--- src/rtl/sobel_edge_if.sv ---
// Grayscale pixel stream in and Sobel edge stream out, grouped for sobel_edge.
// master drives pixels and watches edges; slave is the sobel_edge side.
interface sobel_edge_if;
    logic       pix_valid;
    logic       pix_sof;
    logic [7:0] gray_in;
    logic       edge_valid;
    logic       edge_sof;
    logic       edge_eof;
    logic [7:0] edge_out;

    modport master (
        output pix_valid, pix_sof, gray_in,
        input  edge_valid, edge_sof, edge_eof, edge_out
    );

    modport slave (
        input  pix_valid, pix_sof, gray_in,
        output edge_valid, edge_sof, edge_eof, edge_out
    );
endinterface

--- src/rtl/sobel_edge.sv ---
// 3x3 Sobel |Gx|+|Gy| on a raster grayscale stream; interior pixels only; SOBEL_THRESH_EN selects 0/255 output.
// Latency: pixel completing a window in cycle N -> edge_valid in cycle N+2, independent of input gaps.
// Backpressure: none; input accepted whenever pix_valid, pipeline advances every cycle.
module sobel_edge #(
    parameter int IMG_W  = 64,
    parameter int IMG_H  = 64,
    parameter int THRESH = 128
) (
    input  logic        clk,
    input  logic        rst_n,
    sobel_edge_if.slave px
);
    localparam int CW = $clog2(IMG_W);
    localparam int RW = $clog2(IMG_H);

    generate
        if (IMG_W < 3 || IMG_H < 3 || THRESH < 0 || THRESH > 2047) begin : g_bad_cfg
            $error("sobel_edge: IMG_W/IMG_H must be >= 3 and THRESH within 0..2047");
        end
    endgenerate

    // ------------------------------------------------------------------
    // Position counters
    // ------------------------------------------------------------------
    logic [CW-1:0] col, cur_col;
    logic [RW-1:0] row, cur_row;
    logic          sof_hit;

    // A pix_sof pixel is (0,0) no matter where the counters were.
    always_comb begin
        sof_hit = px.pix_valid & px.pix_sof;
        cur_col = sof_hit ? '0 : col;
        cur_row = sof_hit ? '0 : row;
    end

    always_ff @(posedge clk or negedge rst_n) begin
        if (!rst_n) begin
            col <= '0;
            row <= '0;
        end else if (px.pix_valid) begin
            if (cur_col == CW'(IMG_W - 1)) begin
                col <= '0;
                row <= (cur_row == RW'(IMG_H - 1)) ? '0 : cur_row + 1'b1;
            end else begin
                col <= cur_col + 1'b1;
                row <= cur_row;
            end
        end
    end

    // ------------------------------------------------------------------
    // Line buffers: lb0 holds the previous line, lb1 the one before it
    // ------------------------------------------------------------------
    logic [7:0] lb0 [IMG_W];
    logic [7:0] lb1 [IMG_W];
    logic [7:0] top_px;
    logic [7:0] mid_px;

    always_comb begin
        top_px = lb1[cur_col];
        mid_px = lb0[cur_col];
    end

    always_ff @(posedge clk) begin
        if (px.pix_valid) begin
            lb1[cur_col] <= lb0[cur_col];
            lb0[cur_col] <= px.gray_in;
        end
    end

    // ------------------------------------------------------------------
    // Window: two stored columns (left, middle); the incoming column is
    // the right column, so the kernel sees the full 3x3 in the accept cycle.
    // ------------------------------------------------------------------
    logic [7:0] t_l, t_m, m_l, m_m, b_l, b_m;

    always_ff @(posedge clk or negedge rst_n) begin
        if (!rst_n) begin
            t_l <= '0;
            t_m <= '0;
            m_l <= '0;
            m_m <= '0;
            b_l <= '0;
            b_m <= '0;
        end else if (px.pix_valid) begin
            t_l <= t_m;
            t_m <= top_px;
            m_l <= m_m;
            m_m <= mid_px;
            b_l <= b_m;
            b_m <= px.gray_in;
        end
    end

    function automatic logic signed [10:0] ext(input logic [7:0] p);
        return $signed({3'b000, p});
    endfunction

    logic signed [10:0] gx_c, gy_c;
    logic               win_vld, win_sof, win_eof;

    always_comb begin
        gx_c = ext(top_px) + (ext(mid_px) <<< 1) + ext(px.gray_in)
             - ext(t_l)    - (ext(m_l)    <<< 1) - ext(b_l);
        gy_c = ext(b_l)    + (ext(b_m)    <<< 1) + ext(px.gray_in)
             - ext(t_l)    - (ext(t_m)    <<< 1) - ext(top_px);
        win_vld = px.pix_valid && (cur_row >= RW'(2)) && (cur_col >= CW'(2));
        win_sof = (cur_row == RW'(2)) && (cur_col == CW'(2));
        win_eof = (cur_row == RW'(IMG_H - 1)) && (cur_col == CW'(IMG_W - 1));
    end

    // ------------------------------------------------------------------
    // Stage 1: signed gradients
    // ------------------------------------------------------------------
    logic               s1_vld, s1_sof, s1_eof;
    logic signed [10:0] s1_gx, s1_gy;

    always_ff @(posedge clk or negedge rst_n) begin
        if (!rst_n) begin
            s1_vld <= 1'b0;
            s1_sof <= 1'b0;
            s1_eof <= 1'b0;
            s1_gx  <= '0;
            s1_gy  <= '0;
        end else begin
            s1_vld <= win_vld;
            s1_sof <= win_vld & win_sof;
            s1_eof <= win_vld & win_eof;
            if (win_vld) begin
                s1_gx <= gx_c;
                s1_gy <= gy_c;
            end
        end
    end

    // ------------------------------------------------------------------
    // Stage 2: magnitude, saturation or threshold
    // ------------------------------------------------------------------
    logic [10:0] abs_gx, abs_gy, mag;
    logic [7:0]  pix_res;

    always_comb begin
        abs_gx = s1_gx[10] ? -s1_gx : s1_gx;
        abs_gy = s1_gy[10] ? -s1_gy : s1_gy;
        mag    = abs_gx + abs_gy;
`ifdef SOBEL_THRESH_EN
        pix_res = (mag >= 11'(THRESH)) ? 8'd255 : 8'd0;
`else
        pix_res = (mag > 11'd255) ? 8'd255 : mag[7:0];
`endif
    end

    logic       edge_vld_q, edge_sof_q, edge_eof_q;
    logic [7:0] edge_dat_q;

    always_ff @(posedge clk or negedge rst_n) begin
        if (!rst_n) begin
            edge_vld_q <= 1'b0;
            edge_sof_q <= 1'b0;
            edge_eof_q <= 1'b0;
            edge_dat_q <= '0;
        end else begin
            edge_vld_q <= s1_vld;
            edge_sof_q <= s1_sof;
            edge_eof_q <= s1_eof;
            edge_dat_q <= s1_vld ? pix_res : 8'd0;
        end
    end

    assign px.edge_valid = edge_vld_q;
    assign px.edge_sof   = edge_sof_q;
    assign px.edge_eof   = edge_eof_q;
    assign px.edge_out   = edge_dat_q;
endmodule

--- src/flat_wrapper.sv ---
// flat-port wrapper written by rule: the top's interface ports become plain ports
module sobel_edge_flat 
#(
    parameter int IMG_W  = 64,
    parameter int IMG_H  = 64,
    parameter int THRESH = 128
)
  (clk, rst_n, px_pix_valid, px_pix_sof, px_gray_in, px_edge_valid, px_edge_sof, px_edge_eof, px_edge_out);
  sobel_edge_if px_i ();
  input  logic clk;
  input  logic rst_n;
  input wire logic [$bits(px_i.pix_valid)-1:0] px_pix_valid;
  input wire logic [$bits(px_i.pix_sof)-1:0] px_pix_sof;
  input wire logic [$bits(px_i.gray_in)-1:0] px_gray_in;
  output wire logic [$bits(px_i.edge_valid)-1:0] px_edge_valid;
  output wire logic [$bits(px_i.edge_sof)-1:0] px_edge_sof;
  output wire logic [$bits(px_i.edge_eof)-1:0] px_edge_eof;
  output wire logic [$bits(px_i.edge_out)-1:0] px_edge_out;
  assign px_i.pix_valid = px_pix_valid;
  assign px_i.pix_sof = px_pix_sof;
  assign px_i.gray_in = px_gray_in;
  assign px_edge_valid = px_i.edge_valid;
  assign px_edge_sof = px_i.edge_sof;
  assign px_edge_eof = px_i.edge_eof;
  assign px_edge_out = px_i.edge_out;
  sobel_edge #(.IMG_W(IMG_W), .IMG_H(IMG_H), .THRESH(THRESH)) u_core (.clk(clk), .rst_n(rst_n), .px(px_i));
endmodule
--- config.mk ---
export PLATFORM = sky130hd
export DESIGN_NAME = sobel_edge_flat
export DESIGN_NICKNAME = d
export VERILOG_FILES = /design/src/rtl/sobel_edge_if.sv /design/src/rtl/sobel_edge.sv /design/src/flat_wrapper.sv
export SDC_FILE = /design/constraint.sdc
export NUM_CORES = 1
export LEC_CHECK = 0
export CORE_MARGIN = 2
export CORE_UTILIZATION = 57
export CTS_BUF_LIST = sky130_fd_sc_hd__clkbuf_16
export DETAILED_ROUTE_END_ITERATION = 6
export PLACE_DENSITY = 0.82
export SLEW_MARGIN = 15
export SYNTH_ARGS = -nofsm -noshare
export SYNTH_HDL_FRONTEND = slang
export SYNTH_SLANG_ARGS = --single-unit
--- constraint.sdc ---
create_clock -name clk -period 6.9 [get_ports clk]
set_input_delay 0.69 -clock clk [delete_from_list [all_inputs] [get_ports clk]]
set_output_delay 0.69 -clock clk [all_outputs]
set_load 0.1 [all_outputs]
**Word-level counts from Yosys, hierarchy flattened**

Memory sizes are Yosys's and may differ from the RTL's.
Cells that the tools add are included.
W data, S select, Z words.

- $add $sub $neg: 15
- Multiply operators: 0
- Div/mod/pow operators: 0
- Magnitude comparators: 3
- Equality and inequality tests: 4
- Shift-type cells: 0
- Mux-type cells: 11
- Bitwise logic cells: 3
- Reductions and logical operators: 4

Operator list:

| kind | number |
|---|---|
| $sub A11 B9 Y11 | 4 |
| $mux W6 | 5 |
| $add A11 B9 Y11 | 2 |
| $mux W11 | 2 |
| $neg A11 Y11 | 2 |
| $sub A11 B10 Y11 | 2 |
| $add A8 B9 Y10 | 2 |
| $mux W8 | 2 |
| $add A6 B1 Y6 const B | 2 |
| $eq A6 B2 Y1 const B | 2 |
| $eq A6 B6 Y1 const B | 2 |
| $ge A6 B2 Y1 const B | 2 |
| $add A11 B11 Y11 | 1 |
| $gt A11 B8 Y1 const B | 1 |
| $logic_and A1 B1 Y1 | 4 |
| $and A1 B1 Y1 | 3 |
| $mux W1 | 2 |

- Register bits after elaboration: 96
- Latch bits: 0
- Memory bits (writable): 1024
- ROM bits: 0
- Logic and storage cells: 59
- Memories: 2

Memories:

| memory | depth | width | rd ports | clocked after Yosys merged registers in | wr ports | line | text |
|---|---|---|---|---|---|---|---|
| u_core.lb0 | 64 | 8 | 1 | 0 | 1 | sobel_edge.sv:54 | `logic [7:0] lb0 [IMG_W];` |
| u_core.lb1 | 64 | 8 | 1 | 0 | 1 | sobel_edge.sv:55 | `logic [7:0] lb1 [IMG_W];` |

**Longest topological paths before layout**

An unclocked memory read counts as a cell.

- Word-level depth: 8
- Depth in mapped cells: 28
- Mapped depth without buffers: 25

**Least setup slack after synthesis**

OpenSTA, ideal clock, no wires.

- Kind: input to register
- From: input px_pix_sof
- To: register u_core.s1_gx[10]
- Library setup time: 82 ps
- Data arrival time: 7757 ps
- Data required time: 6818 ps
- Setup slack: -939 ps
- Stages: 24
- Buffers on the path: 4
- Path through: buf_2 > and2_1 > buf_6 > a21oi_4 > buf_4 > buf_2 > o22ai_1 > o31a_1 > nor4_2 > ha_1 > a21o_1 > a21oi_1 > o21bai_1 > a21oi_1 > xor2_1 > fa_1 > fa_1 > inv_1 > ha_1 > o21ai_0 > a21oi_1 > o311a_1 > or3_1 > a31oi_1

- Word-level cells in the longest chain between the ends: 8

Ends and longest elaborated chain:

| item | line | text |
|---|---|---|
| start, declared | flat_wrapper.sv:13 | `input wire logic [$bits(px_i.pix_sof)-1:0] px_pix_sof;` |
| $and A1 B1 Y1 | sobel_edge.sv:31 | `sof_hit = px.pix_valid & px.pix_sof;` |
| $mux W6 | sobel_edge.sv:32 | `cur_col = sof_hit ? '0 : col;` |
| $mem_v2 Z64 W8 | -- |  |
| net u_core.mid_px[1] | sobel_edge.sv:57 | `logic [7:0] mid_px;` |
| $add A8 B9 Y10 | sobel_edge.sv:103 | `gx_c = ext(top_px) + (ext(mid_px) <<< 1) + ext(px.gray_in)` |
| $add A11 B9 Y11 | sobel_edge.sv:103 |  |
| $sub A11 B9 Y11 | sobel_edge.sv:104 | `- ext(t_l) - (ext(m_l) <<< 1) - ext(b_l);` |
| $sub A11 B10 Y11 | sobel_edge.sv:104 |  |
| $sub A11 B9 Y11 | sobel_edge.sv:104 |  |
| end signal, assigned | sobel_edge.sv:130 | `s1_gx <= gx_c;` |
| end, declared | sobel_edge.sv:116 | `logic signed [10:0] s1_gx, s1_gy;` |

The timed path passes the listed nets, and every way through them passes these cells.
A chain may end at the register's enable or synchronous reset.

**Final worst setup path**

- From: register u_core.col[1]
- To: register u_core.s1_gx[10]

- Word-level cells in the longest chain between the ends: 7

Ends and longest elaborated chain:

| item | line | text |
|---|---|---|
| start, declared | sobel_edge.sv:25 | `logic [CW-1:0] col, cur_col;` |
| start signal, assigned | sobel_edge.sv:45 | `col <= cur_col + 1'b1;` |
| $mux W6 | sobel_edge.sv:32 |  |
| $mem_v2 Z64 W8 | -- |  |
| net u_core.top_px[4] | sobel_edge.sv:56 | `logic [7:0] top_px;` |
| $add A8 B9 Y10 | sobel_edge.sv:103 |  |
| $add A11 B9 Y11 | sobel_edge.sv:103 |  |
| $sub A11 B9 Y11 | sobel_edge.sv:104 |  |
| $sub A11 B10 Y11 | sobel_edge.sv:104 |  |
| $sub A11 B9 Y11 | sobel_edge.sv:104 |  |

The timed path passes the listed nets, and every way through them passes these cells.

==> flow_metrics.py <==
metrics = {
    "run_status": {
        "status": "finished with violations",
        "violations": "design-rule violations",
    },
    "yosys": {
        "synthTopCellsByArea": "edfxtp_1 68%, dfrtp_1 5.3%, mux2_2 4.4%",
        "synth_area_per_cell_sq_um": 16.1,
        "synth_fp_nets": 2936,
        "yosys.area.top_type": "edfxtp_1",
        "mappedNetlistArea_sq_um": 45300,
        "synth_ff_type": "edfxtp_1",
        "ys_ff_latch": 1120,
        "synth_top_area_share_pct": 67.8,
        "yosysSeqAreaShare_pct": 73.1,
        "ys_types": 80,
        "async_reset_ff_share_pct": 8.57,
        "ys_warn_count": 0,
        "syn_inst": 2817,
        "synth-edff-count": 1024,
    },
    "power": {
        "p_total_uw": 27000,
        "p_switching_uw": 9660,
        "power_frac_clock_pct": 21.8,
        "p_comb_share_pct": 46.8,
        "p_leak_uw": 0.0184,
        "p_int_uw": 17400,
        "netSwitchingFraction_pct": 35.8,
        "p_seq_share_pct": 31.4,
        "peakVddDrop_mv": 0.839,
        "p_per_area_nw_per_um2": 511,
    },
    "floorplan": {
        "ios": 23,
        "die_x_um": 286,
        "dieArea_sq_um": 81800,
        "core.rowCount": 103,
        "die_h_um": 286,
        "start_util_pct": 57.5,
        "core-area_sq_um": 78900,
    },
    "worst_setup_path": {
        "crit_top_cell": "buf_4",
        "cpLargestDelayFamily": "simple AND/OR/NAND/NOR gates",
        "path_class": "reg -> reg",
        "cp_data_arrival_time_ns": 7.33,
        "reg2reg_slack_ns": 0.14,
        "critPathCaptureType": "flop",
        "startpoint_type": "flop",
        "crit_path_max_incr_delay_ns": 0.66,
        "cpMaxStageDelayCell": "dfrtp_4",
        "worst-path-buf-inv": 6,
        "path_max_fanout": 21,
        "critPathRequiredTime_ns": 7.47,
    },
    "timing": {
        "fmax_mhz": 148,
        "rsz0062_at_grt": "no",
        "holdWs_ns": 0.0226,
        "setup_slack_ns": 0.145,
        "finalCriticalPeriod_ns": 6.76,
        "setup_viol": 0,
        "slew_headroom_pct": 17.5,
        "timing.final.hold_violations": 0,
        "worst_pin_slew_ns": 1.22,
        "slew_violations": 0,
        "period_share_pct": 97.9,
        "fin_skew_ns": 0.0431,
    },
    "finish": {
        "post-route-util_pct": 67.0,
        "final_common_cell": "edfxtp_1",
        "fin_nets": 3282,
        "syn_to_final_growth_pct": 16.6,
        "layout_common_cells": "1,024 x edfxtp_1, 338 x buf_4, 275 x o22ai_1",
        "drive_gt1_share_pct": 22.9,
        "antennaDiodeCount": 0,
    },
    "worst_hold_path": {
        "min_path_type": "in -> async",
    },
    "clock_tree": {
        "cts-buffers-inserted": 106,
        "ctsResizeCount": 0,
        "cts_root_buffer": "clkbuf_16",
        "clk_pin_slew_ns": 0.07,
        "tritoncts": "built",
        "clock_sinks": 1120,
        "clock_tree.buffer_depth": 3,
        "postCtsHoldBufs": 0,
        "cts_setup_buffers": 0,
        "clkLatencyLatePin_ns": 0.69,
        "h-tree-depth": 3,
    },
    "place": {
        "gp_congestion": 1.05,
        "io_buffers": 22,
        "dp_hpwl_um": 85000,
        "post-place-ws_ns": -0.364,
    },
    "routing": {
        "antenna_left": 0,
        "vias": 29200,
        "drt_wl_total_um": 134000,
        "drt-wirelength-per-cell_um": 31.1,
        "viasPerCell": 6.77,
        "firstDrtPassIters": 7,
        "drt_iter0_markers": 4605,
        "post-route-drc-count": 1,
    },
    "global_routing": {
        "overflow": 0,
        "antenna_found_initial": 1,
        "grt_max_degree": 74,
        "track_usage_pct": 32.7,
        "grt_pass1_vias": 29100,
        "grt_first_pass_wirelength_um": 194000,
    },
    "flow_run": {
        "cap_violations": 0,
    },
}
==> stage by stage <==
step | std cells | setup TNS, ns | cell area [sq um]
2_1_floorplan | 2817 | 0 | 45400
3_3_place_gp | 4105 | -0.550 | 49300
4_1_cts | 4305 | 0 | 52900
6_report | 4305 | 0 | 52900
5_1_grt | 4305 | 0 | 52900
3_5_place_dp | 4105 | -1.01 | 49300
==> final cells by class <==
type	count	area, sq um
flip-flops and latches	1120	33200
fillers	5070	26000
multi-input cells	1468	11300
repair buffers	385	3220
clock buffers	108	2700
well taps	1050	1310
clock inverters	92	847
inverters	82	308
==> power groups by stage <==
stage	sequential [uW]	combinational [uW]	clock, uW
detailed placement	8610	12500	0
finish	8480	12600	5900
global placement	8590	12200	0
floorplan	8540	7260	0
CTS	8470	12600	5930
global route	8500	13800	6180
==> layer usage <==
layer / share of wire [%] / track usage [%]
met1: 36 / 42.6
met2: 46 / 50.6
met3: 12 / 8.39
met4: 6.4 / 18.3
met5: 0.0075 / 0
==> worst register-to-register path: cells and delay by family, from the launching register on <==
| kind | cells | cell delay, ns |
|---|---|---|
| fa+ha+maj | 4 | 1.36 |
| buf+inv | 6 | 1.03 |
| xor+xnor | 1 | 0.25 |
| simple gates | 7 | 1.90 |
| flops | 1 | 0.66 |
| compound gates | 7 | 1.45 |
==> Yosys cell counts, types with 24 or more instances <==
cell type,instances
nand2_1,99
a21oi_1,30
inv_1,78
nor2_1,116
o22ai_1,275
buf_2,57
ha_1,60
mux2i_1,42
edfxtp_1,1024
a22oi_1,29
o21ai_0,58
nand3_1,24
dfrtp_1,96
fa_1,47
o221ai_1,62
clkbuf_1,68
o31ai_1,35
or3_1,52
mux2_2,177
nor3_1,86
xnor2_1,35
==> state kept, by name (all words and copies together) (netlist names), 6 cells and up <==
register,flops
u_core.m_l,8
u_core.row,6
u_core.t_m,8
u_core.m_m,8
u_core.px.edge_out,8
u_core.lb0,512
u_core.b_m,8
u_core.s1_gx,11
u_core.lb1,512
u_core.t_l,8
u_core.s1_gy,11
u_core.b_l,8
u_core.col,6
==> final timing paths <==
kind                               startpoint                     to  cells after the start
worst max register to register  u_core.col[1]       u_core.s1_gx[10]                     25
max in group asynchronous               rst_n          u_core.col[1]                      2
worst max-delay path            u_core.col[1]       u_core.s1_gx[10]                     25
min in group clk                u_core.s1_eof     u_core.px.edge_eof                      0
worst min-delay path                    rst_n  u_core.px.edge_out[7]                      1
worst min register to register  u_core.s1_eof     u_core.px.edge_eof                      0
==> cell families (layout without fill, tap and decap cells) <==
logic type | Yosys count | in the layout | share of synthesized area (%)
flip-flops | 1120 | 1120 | 73.1
buffers and inverters | 229 | 667 | 2.15
multiplexers | 219 | 219 | 5.32
adder cells (fa/ha/maj) | 107 | 107 | 3.73
AO/OA/AOI/OAI | 627 | 627 | 9.55
AND/OR/NAND/NOR | 462 | 462 | 5.11
XOR/XNOR | 53 | 53 | 1.02
Power figures use the tool's default switching activity.
